--- config.mk ---
export PLATFORM = sky130hd
export DESIGN_NAME = ser2par
export DESIGN_NICKNAME = d
export VERILOG_FILES = /design/src/rtl/ser2par_pkg.sv /design/src/rtl/ser2par.sv
export SDC_FILE = /design/constraint.sdc
export NUM_CORES = 1
export LEC_CHECK = 0
export CORE_UTILIZATION = 45
export DETAILED_ROUTE_END_ITERATION = 12
export HOLD_SLACK_MARGIN = 0.06
export MAX_ROUTING_LAYER = met4
export PLACE_DENSITY = 0.67
export SLEW_MARGIN = 25
export SYNTH_ARGS = -nofsm -noshare
export SYNTH_HDL_FRONTEND = slang
export SYNTH_SLANG_ARGS = --single-unit
--- constraint.sdc ---
create_clock -name clk -period 2.2 [get_ports clk]
set_input_delay 0.33 -clock clk [delete_from_list [all_inputs] [get_ports clk]]
set_output_delay 0.33 -clock clk [all_outputs]
set_load 0.05 [all_outputs]
--- src/rtl/ser2par_pkg.sv ---
// Shared definitions for the serial link: FSM state encoding and default frame width.
// The transmitter reuses SER2PAR_DATA_W so both ends agree on framing.
package ser2par_pkg;

    localparam int unsigned SER2PAR_DATA_W = 8;

    localparam int unsigned STATE_W = 2;

    localparam logic [STATE_W-1:0] IDLE   = 2'd0;
    localparam logic [STATE_W-1:0] SHIFT  = 2'd1;
    localparam logic [STATE_W-1:0] PARITY = 2'd2;
    localparam logic [STATE_W-1:0] LOAD   = 2'd3;

endpackage

--- src/rtl/ser2par.sv ---
// Serial-to-parallel receiver for the LSB-first link; sync marks bit 0 of each frame.
// Define SER2PAR_PARITY_EN to expect one even-parity bit after the data bits.
module ser2par
    import ser2par_pkg::*;
#(
    parameter int unsigned DATA_W = SER2PAR_DATA_W
) (
    input  logic              clk,
    input  logic              rst,
    input  logic              sin,
    input  logic              sync,
    output logic [DATA_W-1:0] dout,
    output logic              valid,
    output logic              busy,
    output logic              err
);

    localparam int unsigned IDX_W = $clog2(DATA_W);
    localparam int unsigned CNT_W = IDX_W + 1;
    localparam logic [CNT_W-1:0] LAST_CNT = CNT_W'(DATA_W - 1);

    logic [STATE_W-1:0] state;
    logic [STATE_W-1:0] state_next;
    logic [CNT_W-1:0]   cnt;
    logic [DATA_W-1:0]  shreg;
    logic [DATA_W-1:0]  merged_c;
    logic [DATA_W-1:0]  load_word_c;
    logic               start_c;
    logic               shift_c;
    logic               load_c;
    logic               last_c;

    // Shift register with the current serial bit placed at position cnt
    always_comb begin
        merged_c = shreg;
        merged_c[cnt[IDX_W-1:0]] = sin;
    end

`ifdef SER2PAR_PARITY_EN
    assign load_word_c = shreg;
`else
    assign load_word_c = merged_c;
`endif

    // State register
    always_ff @(posedge clk or posedge rst) begin
        if (rst) begin
            state <= IDLE;
        end else begin
            state <= state_next;
        end
    end

    // Next state; sync in any state abandons the current frame and restarts
    always_comb begin
        state_next = state;
        start_c    = 1'b0;
        shift_c    = 1'b0;
        load_c     = 1'b0;
        last_c     = (cnt == LAST_CNT);
        if (sync) begin
            start_c    = 1'b1;
            state_next = SHIFT;
        end else begin
            case (state)
                IDLE: begin
                    state_next = IDLE;
                end
                SHIFT: begin
                    shift_c = 1'b1;
                    if (last_c) begin
`ifdef SER2PAR_PARITY_EN
                        state_next = PARITY;
`else
                        state_next = LOAD;
                        load_c     = 1'b1;
`endif
                    end
                end
`ifdef SER2PAR_PARITY_EN
                PARITY: begin
                    state_next = LOAD;
                    load_c     = 1'b1;
                end
`endif
                LOAD: begin
                    state_next = IDLE;
                end
                default: begin
                    state_next = IDLE;
                end
            endcase
        end
    end

    // Bit counter, shift register and registered outputs
    always_ff @(posedge clk or posedge rst) begin
        if (rst) begin
            cnt   <= '0;
            shreg <= '0;
            dout  <= '0;
            valid <= 1'b0;
            busy  <= 1'b0;
        end else begin
            if (start_c) begin
                shreg <= {{(DATA_W-1){1'b0}}, sin};
                cnt   <= CNT_W'(1);
            end else if (shift_c) begin
                shreg <= merged_c;
                cnt   <= cnt + CNT_W'(1);
            end
            if (load_c) begin
                dout <= load_word_c;
            end
            valid <= (state_next == LOAD);
            busy  <= (state_next == SHIFT) || (state_next == PARITY);
        end
    end

`ifdef SER2PAR_PARITY_EN
    // Even parity: XOR over data and parity bit is 1 on a mismatch
    always_ff @(posedge clk or posedge rst) begin
        if (rst) begin
            err <= 1'b0;
        end else if (load_c) begin
            err <= (^shreg) ^ sin;
        end
    end
`else
    assign err = 1'b0;
`endif

endmodule
* Word level (Yosys, flattened, before mapping)
Cells that the tools add are included.
** Cells by class
- Multiplexer cells :: 16
- Order comparisons :: 2
- Eq/ne operators :: 5
- Reduce and logical (&&, ||, !) cells :: 3
- Add/subtract/negate cells :: 1
** Operator list (number)
- 8-bit two-way mux :: 2
- 8-bit bitwise mux :: 1
- 4-bit two-way mux :: 2
- 1-bit two-way mux :: 7
- 2-bit two-way mux :: 3
- 4-bit by 1-bit adder with 4-bit output (second input constant) :: 1
- 2-bit by 1-bit equality test with 1-bit output (second input constant) :: 2
- 2-bit equality test (second input constant) :: 2
- 4-bit by 3-bit equality test with 1-bit output (second input constant) :: 1
- 3-bit by 4-bit less-than comparator with 1-bit output (second input constant) :: 1
- 1-bit demux with 3-bit select :: 1
- 3-bit by 1-bit greater-or-equal comparator with 1-bit output (second input constant) :: 1
- 2-bit nonzero test :: 1
- 1-bit logical AND :: 1
- 1-bit logical OR :: 1
** Storage, ports and cells
- Output and inout port bits :: 11
- Word-level logic and storage cells :: 33
- Input port bits :: 4
- Bits in registers :: 24

* Depth between registers and ports, before layout
Gate-level depths: netlist of the first run.
- Word-level depth :: 7
- Depth in mapped cells :: 5
- Gate-level depth less buffers :: 4

* Worst setup path after synthesis of the first run
OpenSTA, ideal clock, no wires.
- Kind :: flip-flop to flip-flop
- Start point :: register cnt[1]
- End point :: register dout[0]
- Library setup time :: 125 ps
- Required time :: 2075 ps
- Buffers on the path :: 1
- Path slack :: 601 ps
- Stages on the path, launching flop included :: 6
- Period minus slack after synthesis :: 1599 ps
- Arrival :: 1474 ps
- Cell sequence :: dfrtp_1 -> ha_1 -> nand3b_4 -> nor4b_2 -> buf_6 -> mux2_4
** On the way
- Cells in the longest elaborated chain, start to end :: 5
- Elaborated cells on any way between the ends :: 10
- Classes of those cells :: order compare (2); eq/ne (1); mux (6); reduce/logical (1)
** Ends and longest elaborated chain
- start: declaration :: RTL line ser2par.sv:24 : logic [CNT_W-1:0] cnt;
- start signal: assignment :: RTL line ser2par.sv:110 : cnt <= cnt + CNT_W'(1);
- 3-bit by 4-bit less-than comparator with 1-bit output (implied by the code) / 3-bit by 1-bit greater-or-equal comparator with 1-bit output (equally long branches) :: RTL line ser2par.sv:36 : merged_c[cnt[IDX_W-1:0]] = sin;
- 1-bit logical AND (implied by the code) :: RTL line ser2par.sv:36
- 1-bit two-way mux (implied by the code) :: RTL line ser2par.sv:36
- 1-bit demux with 3-bit select :: RTL line ser2par.sv:36
- 8-bit bitwise mux :: RTL line ser2par.sv:36
- end signal: assignment :: RTL line ser2par.sv:113 : dout <= load_word_c;
- end: declaration :: RTL line ser2par.sv:12 : output logic [DATA_W-1:0] dout,
Parallel ways exist; a longest one is shown, timed or not.
A chain may end at the register's enable or synchronous reset.

* Worst setup path after layout of the first run
- Start point :: register dout[6]
- End point :: output dout[6]
No word-level cell between the ends.

==> results of run 1 <==
flip-flops by register name, summed over array words and instances (netlist names):
name and cells:
dout 8, shreg 8, cnt 4, state 2, busy 1, valid 1
routing by layer:
layer | GRT usage | vias up
met5 | - | -
met4 | 0.0812 | 0
met3 | 0.0333 | 4
met2 | 0.261 | 9
met1 | 0.227 | 404
li1 | - | 392
per-stage QoR:
step / util / cells / hold WS [ns]
after floorplan: - / 105 / 0.345
after global placement: 0.547 / 145 / 0.473
after detailed placement: 0.547 / 145 / 0.480
after CTS: 0.561 / 149 / 0.356
after global routing: 0.561 / 149 / 0.369
final: 0.561 / 149 / 0.350
final cells by class:
type                       instances  area (um^2)
fill                             224         1120
sequential                        24          601
multi-input combinational         70          576
timing repair buffer              18          168
tap                               30         37.5
clock buffer                       4         36.3
inverter                           3         11.3
Yosys cell counts, drive strengths merged:
| cell type | n | share of area |
|---|---|---|
| o31ai | 1 | 0.0060 |
| conb | 1 | 0.0030 |
| or3 | 1 | 0.0050 |
| and3b | 1 | 0.0070 |
| inv | 3 | 0.0090 |
| nand2 | 1 | 0.0030 |
| mux2i | 5 | 0.040 |
| a211oi | 2 | 0.012 |
| xor2 | 1 | 0.0070 |
| clkbuf | 3 | 0.0090 |
| a21oi | 7 | 0.028 |
| dfrtp | 24 | 0.48 |
| and2 | 1 | 0.0050 |
| buf | 5 | 0.039 |
| ha | 2 | 0.020 |
| o21bai | 1 | 0.0060 |
| nand3b | 5 | 0.043 |
| nor4b | 1 | 0.012 |
| nor3b | 4 | 0.032 |
| o21ai | 5 | 0.020 |
| mux2 | 13 | 0.14 |
| nor2 | 6 | 0.018 |
| nor2b | 2 | 0.010 |
| nand2b | 1 | 0.0050 |
| or2 | 1 | 0.0050 |
| or3b | 1 | 0.0070 |
| nor3 | 1 | 0.0040 |
| nand3 | 6 | 0.024 |
worst max path at each step:
stage / start / to / slack [ns] / cells after the start
after detailed placement: sin / dout[0]$_DFFE_PP0P_ / 0.43 / 3
after CTS: dout[4]$_DFFE_PP0P_ / dout[4] / 0.36 / 1
after floorplan: cnt[1]$_DFFE_PP0P_ / dout[0]$_DFFE_PP0P_ / 0.60 / 5
final: dout[6]$_DFFE_PP0P_ / dout[6] / 0.39 / 1
after global placement: sin / dout[0]$_DFFE_PP0P_ / 0.46 / 3
after global routing: dout[0]$_DFFE_PP0P_ / dout[0] / 0.31 / 1
cell families (layout without fill, tap and decap cells):
kind of cell | Yosys count | after routing | synth area share
buffers and inverters | 11 | 25 | 0.0572
AOI/OAI and AO/OA | 16 | 16 | 0.0722
muxes | 18 | 18 | 0.179
xor gates and xnor gates | 1 | 1 | 0.00702
other | 1 | 1 | 0.00301
and+or+nand+nor | 32 | 32 | 0.181
DFF | 24 | 24 | 0.481
adders and majority gates | 2 | 2 | 0.0201
report_power, final:
group | switching (mW) | internal (mW)
Sequential | 0.0513 | 0.507
Combinational | 0.284 | 0.196
Clock | 0.128 | 0.101
==> results.toml, run 1 <==
[route]
drc = 0
drt_first_pass_iters = 3
wire_per_inst_um = 14.2
ant_nets = 0
routed.top_layer = "met4"
wl_met1_mm = 1.03
wl_met3_um = 39
dr_wl_met2_mm = 1.00
vias = 809
routed_wl_mm = 2.11
first_iter_violations = 17
via_per_inst = 5.43

[floorplanning]
core_um2 = 2540
rows = 18
initial_core_util = 0.490
chipWidth_um = 54.7
dieHeight_um = 54.7
die_area_um2 = 2990
io_pins = 15

[global_routing]
grtUsageTotal = 0.175
antenna_found_initial = 0
grt_pass1_wl_mm = 3.48
grt_pass1_vias = 767
overflow = 0
grt_max_degree = 25

[sta]
slew_headroom = 0.643
fmax_mhz = 551
min_period_ns = 1.81
finalSetupViolations = 0
post-route-period-util = 0.824
fin_skew_ns = 0.00431
setup_tns_ns = 0
layout_setup_ws_ns = 0.387
slew_viol_final = 0
worst_slew_pin_slew_ns = 0.536
rsz0062_at_grt = "no"
finalHoldViolCount = 0

[placement]
portBuffers = 13
place_ws_ns = 0.428
hpwl_mm = 1.43
placed_area_um2 = 1390
place_congestion = 0.839

[pwr]
peakVddDrop_v = 0.000798
total_power_mw = 1.27
power_density_nw_per_um2 = 887
power.leakage_nw = 0.632

[clocking]
ctsResizeCount = 0
root_buffer = "clkbuf_4"
h-tree-depth = 1
cts.sinks = 24
postCtsSetupBuffers = 0
path_clk_slew_ns = 0.13
cts_buffers = 3
tritoncts = "built"
hold_buffers = 0
clk_path_buf_depth = 2
clk_latency_ns = 0.30

[cells_and_area]
postLayoutCellArea_um2 = 1430
nNetsFinal = 126
area_growth_pct = 14.5
layout-drive-gt1-share = 0.193
final_cell_mix = "dfrtp_1 (24), clkdlybuf4s50_1 (13), mux2_4 (7), a21oi_1 (7)"
diodes = 0
layout_commonest_cell = "dfrtp_1"

[critical_path]
crit_buf_inv = 1
critPathMaxStageDelay_ns = 0.80
crit_path_end_kind = "output port"
r2r_cells = 3
crit_slowest_cell = "clkdlybuf4s50_1"
startpoint_type = "flop"
cp_top_family = "buffers and inverters"
arrival_ns = 1.48
r2r_start = "cnt[2]$_DFFE_PP0P_"
r2r_end = "dout[0]$_DFFE_PP0P_"
critical_path_class = "flop to output port"
r2r_slack_ns = 0.52
cp.required_ns = 1.87
path_cells = "clkdlybuf4s50_1"
cp_max_fo = 2

[synth]
synth_area_per_cell_um2 = 11.9
ys_seq_elements = 24
ys_types = 35
yosysSeqAreaShare = 0.481
synth_cells = 105
synth_warnings = 0
syn_nets = 111
syn_area_um2 = 1250

[outcome]
outcome = "finished clean"

[job]
drv_cap = 0

[worst_hold_path]
hp-class = "primary input to asynchronous set/reset pin"
No activity file was read; power rests on OpenSTA's default activity.
==> run 2: changes to the inputs <==
clock period = 1.8 ns   (was 2.2 ns; I/O delays follow)
==> run 2 against run 1 <==
Against the previous run:
- register-to-register slack worse by 0.35 ns
- first-iteration DRC count down 71%
- worst setup slack worse by 0.30 ns
- routed wire length up 2.7%
- critical path type unchanged
==> results.toml, run 2 (synthesized netlist as in run 1, its figures left out) <==
[clocking]
clk_path_buf_depth = 2
clk_latency_ns = 0.31
h-tree-depth = 1
hold_buffers = 0
ctsResizeCount = 0
path_clk_slew_ns = 0.13
cts.sinks = 24
cts_buffers = 3
root_buffer = "clkbuf_4"
postCtsSetupBuffers = 0
tritoncts = "built"

[outcome]
outcome = "finished clean"

[route]
first_iter_violations = 5
wire_per_inst_um = 14.2
drt_first_pass_iters = 4
routed_wl_mm = 2.17
ant_nets = 0
vias = 798
via_per_inst = 5.22
drc = 0

[critical_path]
cp_max_fo = 1
critical_path_class = "flop to output port"
crit_slowest_cell = "clkdlybuf4s50_1"
startpoint_type = "flop"
path_cells = "clkdlybuf4s50_1"
cp_top_family = "buffers and inverters"
cp.required_ns = 1.53
crit_buf_inv = 1
crit_path_end_kind = "output port"
critPathMaxStageDelay_ns = 0.79
arrival_ns = 1.45

[sta]
fmax_mhz = 583
min_period_ns = 1.72
layout_setup_ws_ns = 0.0844
slew_viol_final = 0
setup_tns_ns = 0
rsz0062_at_grt = "no"
finalSetupViolations = 0
fin_skew_ns = 0.00362
post-route-period-util = 0.953
finalHoldViolCount = 0
hold_ws_ns = 0.269
worst_slew_pin_slew_ns = 0.508
slew_headroom = 0.660

[pwr]
power.leakage_nw = 0.770
peakVddDrop_v = 0.000671
total_power_mw = 1.57
power_density_nw_per_um2 = 1060

[floorplanning]
core_um2 = 2540
initial_core_util = 0.490
io_pins = 15
die_area_um2 = 2990
rows = 18
dieHeight_um = 54.7
chipWidth_um = 54.7

[global_routing]
overflow = 0
grt_pass1_vias = 765
antenna_found_initial = 0
grt_max_degree = 25
grtUsageTotal = 0.178
grt_pass1_wl_mm = 3.56

[cells_and_area]
diodes = 0
nNetsFinal = 130
final_util = 0.581
area_growth_pct = 18.6
layout_commonest_cell = "dfrtp_1"
layout-drive-gt1-share = 0.220
final_cell_mix = "dfrtp_1 (24), buf_4 (9), dlymetal6s2s_1 (8)"
n_fill_cell = 205
biggestRegsByFlops = "dout (8), shreg (8), cnt (4)"

[job]
drv_cap = 0

[placement]
place_ws_ns = 0.137
hpwl_mm = 1.49
place_congestion = 0.794
portBuffers = 13

[worst_hold_path]
hp-class = "primary input to asynchronous set/reset pin"
## run 2: path summary, 6_finish.rpt
check / startpoint / endpoint / slack, ns / depth (start not counted)
max in group asynchronous: rst / dout[5]$_DFFE_PP0P_ / 1.29 / 3
setup / recovery: busy$_DFF_PP0_ / busy / 0.08 / 1
min in group clk: shreg[0]$_DFFE_PP0P_ / shreg[0]$_DFFE_PP0P_ / 0.51 / 1
setup reg to reg: cnt[0]$_DFFE_PP0P_ / dout[0]$_DFFE_PP0P_ / 0.17 / 5
hold reg to reg: shreg[0]$_DFFE_PP0P_ / shreg[0]$_DFFE_PP0P_ / 0.51 / 1
hold / removal: rst / shreg[0]$_DFFE_PP0P_ / 0.27 / 3
## run 2: per-layer routing
layer | wire, um | vias up | track usage
li1 | - | 408 | -
met1 | 1040 | 377 | 0.228
met2 | 1050 | 11 | 0.273
met3 | 53 | 2 | 0.0417
met4 | 21 | 0 | 0.0641
met5 | 0 | - | -
## run 2: area by class of cell
type                       count  area [um^2]  area share
clock buffer                   4         36.3      0.0245
inverter                       3         11.3     0.00761
multi-input combinational     70          576       0.389
sequential                    24          601       0.406
tap                           30         37.5      0.0254
timing repair buffer          22          218       0.147
## run 2: power by group
| part | switching [mW] | internal (mW) | total (mW) |
|---|---|---|---|
| Clock | 0.163 | 0.124 | 0.287 |
| Sequential | 0.0561 | 0.620 | 0.676 |
| Combinational | 0.359 | 0.244 | 0.602 |
| Total | 0.578 | 0.987 | 1.57 |
## run 2: stage by stage
stage / instances / area, um^2
floorplan: 105 / 1250
global placement: 149 / 1420
detailed placement: 149 / 1420
CTS: 153 / 1460
global route: 153 / 1480
finish: 153 / 1480
==> run 3: changes to the inputs <==
PLACE_DENSITY = 0.75   (was 0.67)
==> run 3 against run 2 <==
Against the previous run:
- combinational power about the same
- routed wire length up 6.7%
- cell area is 0.34% lower
- global-route usage increased by 1.4 points
- clock skew decreased by 0.0013 ns
- core utilization down 0.20 points
- power grew 0.34%
- worst hold slack better by 0.0046 ns
- critical path depth unchanged
- sequential cell count stayed put
- clock power barely moved
- highest routed layer unchanged
==> results.toml, run 3 (synthesized netlist as in run 1, its figures left out) <==
[clocking]
path_clk_slew_ns = 0.13
root_buffer = "clkbuf_4"
tritoncts = "built"
cts_buffers = 3
clk_path_buf_depth = 2
postCtsSetupBuffers = 0
cts.sinks = 24
clk_latency_ns = 0.32
ctsResizeCount = 0
h-tree-depth = 1
hold_buffers = 0

[global_routing]
antenna_found_initial = 0
grtUsageTotal = 0.192
grt_pass1_wl_mm = 3.91
grt_max_degree = 25
overflow = 0
grt_pass1_vias = 836

[route]
vias = 853
drt_first_pass_iters = 4
wl_met3_um = 91
wire_per_inst_um = 15.1
routed_wl_mm = 2.31
dr_wl_met2_mm = 1.11
ant_nets = 0
drc = 0
routed.top_layer = "met4"
via_per_inst = 5.58
wl_met1_mm = 1.09
first_iter_violations = 18

[pwr]
power_density_nw_per_um2 = 1070
sw_frac_of_total = 0.372
intPower_mw = 0.987
peakVddDrop_v = 0.000962
p_switching_mw = 0.584
comb_power_share = 0.384
seqPwrFrac = 0.433
power.share.clock = 0.184
power.leakage_nw = 0.753
total_power_mw = 1.57

[cells_and_area]
n_fill_cell = 211
diodes = 0
layout_commonest_cell = "dfrtp_1"
final_cell_mix = "dfrtp_1 (24), buf_4 (10), mux2_4 (7), a21oi_1 (7), dlymetal6s2s_1 (7)"
layout-drive-gt1-share = 0.228
area_growth_pct = 18.2
biggestRegsByFlops = "dout (8), shreg (8), cnt (4)"
nNetsFinal = 130

[floorplanning]
rows = 18
chipWidth_um = 54.7
initial_core_util = 0.490
core_um2 = 2540
die_area_um2 = 2990
dieHeight_um = 54.7
io_pins = 15

[sta]
slew_viol_final = 0
layout_setup_ws_ns = 0.0616
post-route-period-util = 0.966
min_period_ns = 1.74
setup_tns_ns = 0
slew_headroom = 0.661
finalSetupViolations = 0
rsz0062_at_grt = "no"
fmax_mhz = 575
finalHoldViolCount = 0
worst_slew_pin_slew_ns = 0.508
fin_skew_ns = 0.00231

[placement]
place_congestion = 0.792
hpwl_mm = 1.58
place_ws_ns = 0.0964
portBuffers = 13

[critical_path]
critical_path_class = "flop to output port"
r2r_cells = 5
startpoint = "valid$_DFF_PP0_"
r2r_start = "cnt[0]$_DFFE_PP0P_"
arrival_ns = 1.47
crit_slowest_cell = "clkdlybuf4s50_1"
cp_max_fo = 1
crit_path_end_kind = "output port"
cp-endpoint = "valid"
crit_buf_inv = 1
cp.required_ns = 1.53
r2r_slack_ns = 0.11
r2r_end = "dout[6]$_DFFE_PP0P_"
cp_top_family = "buffers and inverters"
startpoint_type = "flop"
path_depth = 1
critPathMaxStageDelay_ns = 0.79
path_cells = "clkdlybuf4s50_1"

[outcome]
outcome = "finished clean"

[worst_hold_path]
hp-class = "primary input to asynchronous set/reset pin"

[job]
drv_cap = 0
-- run 3: power groups by stage --
stage / Sequential [mW] / Clock (mW) / Combinational, mW
floorplan: 0.868 / 0 / 0.262
global placement: 0.689 / 0 / 0.594
detailed placement: 0.691 / 0 / 0.605
CTS: 0.681 / 0.297 / 0.610
global route: 0.691 / 0.319 / 0.644
finish: 0.679 / 0.288 / 0.603
-- run 3: cell type report --
class	count	area, um^2	area share
clock buffer	4	36.3	0.0246
multi-input combinational	70	576	0.390
sequential	24	601	0.407
tap	30	37.5	0.0255
timing repair buffer	22	213	0.144
inverter	3	11.3	0.00764
-- run 3: metrics by stage --
stage,hold WS [ns],instance area (um^2),instances,util
after CTS,0.273,1460,153,0.572
after floorplan,0.285,1250,105,-
after global routing,0.319,1470,153,0.579
after detailed placement,0.482,1420,149,0.558
after global placement,0.478,1420,149,0.558
final,0.274,1470,153,0.579
-- run 3: layer usage --
| layer | GRT usage | vias to the layer above |
|---|---|---|
| met5 | - | - |
| met4 | 0.0385 | 0 |
| met3 | 0.0500 | 4 |
| met2 | 0.307 | 18 |
| met1 | 0.245 | 419 |
| li1 | - | 412 |
-- run 3: worst min path at each step --
stage	slack [ns]	start	end	depth (start not counted)
4_1_cts	0.27	rst	state[0]$_DFF_PP0_	3
3_3_place_gp	0.48	shreg[0]$_DFFE_PP0P_	shreg[0]$_DFFE_PP0P_	1
6_report	0.27	rst	busy$_DFF_PP0_	3
3_5_place_dp	0.48	shreg[0]$_DFFE_PP0P_	shreg[0]$_DFFE_PP0P_	1
2_1_floorplan	0.28	rst	busy$_DFF_PP0_	1
5_1_grt	0.32	rst	shreg[0]$_DFFE_PP0P_	3
